[src/rtl/i2s_tx.sv]
// i2s_tx: I2S master serializer. Generates BCLK/LRCK, strobes the sample
// generator once per frame, captures its stereo word and shifts it out
// MSB-first one BCLK after each LRCK edge (left slot while LRCK=0).
module i2s_tx #(
  parameter int unsigned DATA_W    = 24,
  parameter int unsigned SLOT_W    = 32,
  parameter int unsigned BCLK_HALF = 4
) (
  input  logic              clk,
  input  logic              reset,
  input  logic [DATA_W-1:0] l_data,
  input  logic [DATA_W-1:0] r_data,
  input  logic              mute,
  output logic              ena,
  output logic              i2s_bclk,
  output logic              i2s_lrck,
  output logic              i2s_sdat
);

  localparam int unsigned FRAME_W = 2 * SLOT_W;
  localparam int unsigned DIV_W   = (BCLK_HALF > 1) ? $clog2(BCLK_HALF) : 1;
  localparam int unsigned IDX_W   = $clog2(FRAME_W);
  localparam int unsigned POS_W   = (DATA_W > 1) ? $clog2(DATA_W) : 1;

  localparam logic [DIV_W-1:0] DIV_LAST   = DIV_W'(BCLK_HALF - 1);
  localparam logic [IDX_W-1:0] IDX_LAST   = IDX_W'(FRAME_W - 1);
  localparam logic [IDX_W-1:0] IDX_SLOT   = IDX_W'(SLOT_W);
  localparam logic [IDX_W-1:0] IDX_L_END  = IDX_W'(DATA_W);
  localparam logic [IDX_W-1:0] IDX_R_END  = IDX_W'(SLOT_W + DATA_W);

  logic [DIV_W-1:0]  r_div_cnt;
  logic [IDX_W-1:0]  r_bit_idx;
  logic [DATA_W-1:0] r_hold_l;
  logic [DATA_W-1:0] r_hold_r;
  logic              r_ena;
  logic              r_bclk;
  logic              r_lrck;
  logic              r_sdat;

  logic              w_div_wrap;
  logic              w_tick;
  logic              w_frame;
  logic [DIV_W-1:0]  w_div_nxt;
  logic [IDX_W-1:0]  w_idx_nxt;
  logic [DATA_W-1:0] w_hold_l_nxt;
  logic [DATA_W-1:0] w_hold_r_nxt;
  logic [IDX_W-1:0]  w_pos_l;
  logic [IDX_W-1:0]  w_pos_r;
  logic              w_lrck_nxt;
  logic              w_sdat_nxt;

  // Divider, bit counter, frame capture and serial-bit selection.
  always_comb begin
    w_div_wrap   = (r_div_cnt == DIV_LAST);
    w_tick       = w_div_wrap && r_bclk;
    w_frame      = w_tick && (r_bit_idx == IDX_LAST);
    w_div_nxt    = w_div_wrap ? '0 : r_div_cnt + DIV_W'(1);
    w_idx_nxt    = r_bit_idx;
    w_hold_l_nxt = r_hold_l;
    w_hold_r_nxt = r_hold_r;
    w_lrck_nxt   = r_lrck;
    w_sdat_nxt   = r_sdat;
    w_pos_l      = IDX_L_END - w_idx_nxt;
    w_pos_r      = IDX_R_END - w_idx_nxt;

    if (w_tick) begin
      w_idx_nxt = (r_bit_idx == IDX_LAST) ? '0 : r_bit_idx + IDX_W'(1);
    end
    w_pos_l = IDX_L_END - w_idx_nxt;
    w_pos_r = IDX_R_END - w_idx_nxt;

    if (w_frame) begin
      w_hold_l_nxt = mute ? '0 : l_data;
      w_hold_r_nxt = mute ? '0 : r_data;
    end

    // lrck/sdat change only with the falling BCLK, from the post-capture word.
    if (w_tick) begin
      w_lrck_nxt = (w_idx_nxt >= IDX_SLOT);
      w_sdat_nxt = 1'b0;
      if ((w_idx_nxt != '0) && (w_idx_nxt <= IDX_L_END)) begin
        w_sdat_nxt = w_hold_l_nxt[POS_W'(w_pos_l)];
      end else if ((w_idx_nxt > IDX_SLOT) && (w_idx_nxt <= IDX_R_END)) begin
        w_sdat_nxt = w_hold_r_nxt[POS_W'(w_pos_r)];
      end
    end
  end

  // State and registered outputs; synchronous reset restarts the frame.
  always_ff @(posedge clk) begin
    if (reset) begin
      r_div_cnt <= '0;
      r_bit_idx <= IDX_LAST;
      r_hold_l  <= '0;
      r_hold_r  <= '0;
      r_ena     <= 1'b0;
      r_bclk    <= 1'b0;
      r_lrck    <= 1'b0;
      r_sdat    <= 1'b0;
    end else begin
      r_div_cnt <= w_div_nxt;
      r_bit_idx <= w_idx_nxt;
      r_hold_l  <= w_hold_l_nxt;
      r_hold_r  <= w_hold_r_nxt;
      r_ena     <= w_frame;
      r_bclk    <= w_div_wrap ? ~r_bclk : r_bclk;
      r_lrck    <= w_lrck_nxt;
      r_sdat    <= w_sdat_nxt;
    end
  end

  assign ena      = r_ena;
  assign i2s_bclk = r_bclk;
  assign i2s_lrck = r_lrck;
  assign i2s_sdat = r_sdat;

endmodule

[config.mk]
export PLATFORM = sky130hd
export DESIGN_NAME = i2s_tx
export DESIGN_NICKNAME = d
export VERILOG_FILES = /design/src/rtl/i2s_tx.sv
export SDC_FILE = /design/constraint.sdc
export NUM_CORES = 1
export LEC_CHECK = 0
export ABC_CLOCK_PERIOD_IN_PS = 4500
export CAP_MARGIN = 10
export CORE_MARGIN = 5
export CORE_UTILIZATION = 57
export DETAILED_ROUTE_END_ITERATION = 6
export GPL_TIMING_DRIVEN = 0
export PLACE_DENSITY = 0.85
export SLEW_MARGIN = 15
export SYNTH_ARGS = -nofsm -noshare
export SYNTH_HDL_FRONTEND = slang
export SYNTH_SLANG_ARGS = --single-unit
[constraint.sdc]
create_clock -name clk -period 4.5 [get_ports clk]
set_input_delay 0.9 -clock clk [delete_from_list [all_inputs] [get_ports clk]]
set_output_delay 0.9 -clock clk [all_outputs]
set_load 0.02 [all_outputs]
==> results.md <==
- Fin crit period: 3970 ps
- Hold Path Class: reg -> reg
- Mean Syn Cell Area: 8.15 um2
- Total Neg Setup Slack: 0 ps
- Die ar.: 0.00725 mm2
- Cell Area, Synth: 0.00322 mm2
- Mapped Cells: 395
- Root buf cell: clkbuf_8
- Syn Nets: 449
- Die width: 85.2 um
- Flops & latches, synth: 60
- Hold path depth: 1
- First-pass GRT wire length: 15300 um
- Top cell family by delay on the critical path: buffers and inverters
- Final worst path period share: 0.882
- Post-synth EDFFs: 0
- Largest net degree at the start of global routing: 11
- Detail Placement HPWL: 6770 um
- Synthesized-area fraction occupied by adder cells: 0.0117
- Setup Buffers After CTS: 0
- RSZ-0062 raised after global routing: no
- Fraction of synthesized cell area in xor and xnor cells: 0.0237
- Num ports: 55
- Latest clock arrival within the worst-skew pair: 350 ps
- Htree depth: 3
- DRC Markers: 0
- Area Growth Syn to Fin: 25.0%
- Core area: 0.00551 mm2
- CTS tree: yes
- Initial antenna violation count: 0
- Num CTS Buffers: 9
- Initial core utilization: 0.585
- Ant diodes: 0
- Startpoint Class: flip-flop
- Final hold vios: 0
- Synth Area in Compound Gates: 0.227
- Site Rows: 27
- Worst-path clk slew: 70 ps
- Critical Path Max Stage Delay: 490 ps
- Layout fillers: 432
- Post-cts sizing count: 0
- Run status: finished clean
- Crit path cell chain: ha_1 -> buf_4 -> nand3b_2 -> a22oi_4 -> inv_1 -> ha_1 -> clkbuf_1 -> clkbuf_1 -> mux4_2 -> o221ai_1 -> o2111ai_1 -> a32o_1
- Grt total ovfl: 0
- CTS hold repair buffers: 0
- Setup violation total in the final timing report: 0
- R2R depth: 12
- Cell variety after synth: 58
- Critical path class: reg -> reg
- Global placement routability congestion: 0.960
- First drt pass iteration count: 6
- Ys flop type: dfxtp_1
- Fmax: about 0.25 GHz
- Pwr per Cell Area: 279 mW/mm2
- Vias in the first global route: ~3.2k
- Routed vias/inst: 6.18
- Via count: about 3.3k
- Layout cell share with drive strength beyond 1: 0.0862
- Simple-gate share of the synthesized area: 0.259
- Max-cap violations: 0
- Slowest-stage cell, CP: clkbuf_1
- Die height: 85.2 um
- Max FO, Critical Path: 10
- Levels on crit path: 12
- Crit end category: flip-flop
- Post-Route WL: 9340 um
- CP arrival: ~4200 ps
- Post-route ant nets: 0
- Mux contribution to synthesized area: 0.0564
- Worst-margin pin slew: 617 ps
- Clk sink count: 60
- Peak supply drop: 189 uV
- Largest family of logic cells by synthesized area: simple AND/OR/NAND/NOR gates
- GRT Total Usage: 0.264
- Initial drt markers: slightly above 300
- Part of the Yosys area used for sequential elements: 0.373
- Post-layout power: 0.00112 W
- Leakage Power: roughly 1.6 nW
- Critical path required time: between 4000 and 5000 ps
- Slew HR: 0.589
- Final Skew: 7.14 ps
- Maximum root-to-sink buffer count: 2
- Buf+Inv Stages, Crit Path: 4
- WL/cell: 17.4 um
- Pins Over Slew Limit: 0
- Reg-to-reg setup timing slack: roughly 530 ps
- Layout net count: just over 500
- Synth warn: 0
- Async set-reset flop share out of synthesis: 0
- I/O Buffers: 53
area by class of cell:
type	instances	area, um2	area share
multi-input combinational	299	1860	0.462
clock buffer	11	131	0.0326
tap	72	90.1	0.0224
timing repair buffer	53	531	0.132
sequential	60	1200	0.299
buffer	33	148	0.0367
inverter	3	11.3	0.00280
clock inverter	5	52.6	0.0131
through the flow:
stage	util	instance area, um2	worst slack [ps]	hold slack [ps]	instances
2_1_floorplan	-	3220	1470	404	395
6_report	0.731	4020	532	448	536
3_5_place_dp	0.697	3840	703	438	520
4_1_cts	0.731	4020	645	451	536
5_1_grt	0.731	4020	370	470	536
3_3_place_gp	0.697	3840	757	416	520
per-layer routing:
layer | part of all wire | vias up | routed length, um | GRT usage
met2 | 0.47 | 174 | 4420 | 0.428
met5 | 0 | - | 0 | 0
met3 | 0.087 | 20 | 815 | 0.0495
li1 | - | 1559 | - | -
met4 | 0.022 | 0 | 207 | 0.104
met1 | 0.42 | 1558 | 3900 | 0.347
power breakdown:
part	leakage (nW)	switching (W)	total, W	internal (W)
Sequential	0.484	0.00000295	0.000539	0.000536
Clock	0.0931	0.000216	0.000469	0.000253
Combinational	1.02	0.0000542	0.000114	0.0000595
logic make-up after synthesis:
| logic type | after synthesis |
|---|---|
| flip-flops | 60 |
| AND/OR/NAND/NOR | 167 |
| multiplexers | 13 |
| buffers and inverters | 36 |
| AO/OA/AOI/OAI | 109 |
| adder cells (fa/ha/maj) | 3 |
| XOR/XNOR | 7 |
flip-flops by register name, indices dropped and copies added (netlist names):
name and count:
i2s_bclk 1, ena 1, r_hold_r 24, r_hold_l 24
r_div_cnt 2, r_bit_idx 6, i2s_sdat 1, i2s_lrck 1
cell usage in the layout (no fill, tap or decap), types with 8 or more instances in the layout:
cell	synthesis	layout
nor2b_1	8	8
o21ai_0	9	9
nand2_1	39	39
clkdlybuf4s50_1	0	53
nor2_1	47	47
dfxtp_1	60	60
a21oi_1	49	49
nand3_1	11	11
clkbuf_8	0	9
mux2i_1	8	8
a211oi_1	10	10
clkbuf_1	22	24
and3_1	34	34
worst paths after layout:
kind / from / to
max: r_div_cnt[0]$_SDFF_PP0_ / i2s_sdat$_SDFFE_PP0N_
min: r_div_cnt[0]$_SDFF_PP0_ / r_div_cnt[0]$_SDFF_PP0_
max reg2reg: r_div_cnt[0]$_SDFF_PP0_ / i2s_sdat$_SDFFE_PP0N_
min reg2reg: r_div_cnt[0]$_SDFF_PP0_ / r_div_cnt[0]$_SDFF_PP0_
synthesized netlist by cell type (3+ instances only):
cell       count  share of area
nor2_1        47          0.055
a21oi_1       49          0.076
xnor2_1        3         0.0082
mux2i_1        8          0.025
ha_1           3          0.012
nand2_1       39          0.045
xor2_1         3         0.0082
mux4_2         4          0.028
o211ai_1       3         0.0070
inv_1          3         0.0035
nand3_1       11          0.017
o21ai_0        9          0.014
a22oi_1        3         0.0070
nand2b_1       4         0.0078
clkbuf_1      22          0.026
buf_4          3         0.0070
and3_1        34          0.066
nor3_1         7          0.011
nor3b_1        3         0.0070
nor2b_1        8          0.016
o2111ai_1      4          0.011
buf_1          3         0.0035
dfxtp_1       60           0.37
buf_2          4         0.0062
o21bai_1       4         0.0093
a211oi_1      10          0.023
No activity file was read; power rests on OpenSTA's default activity.
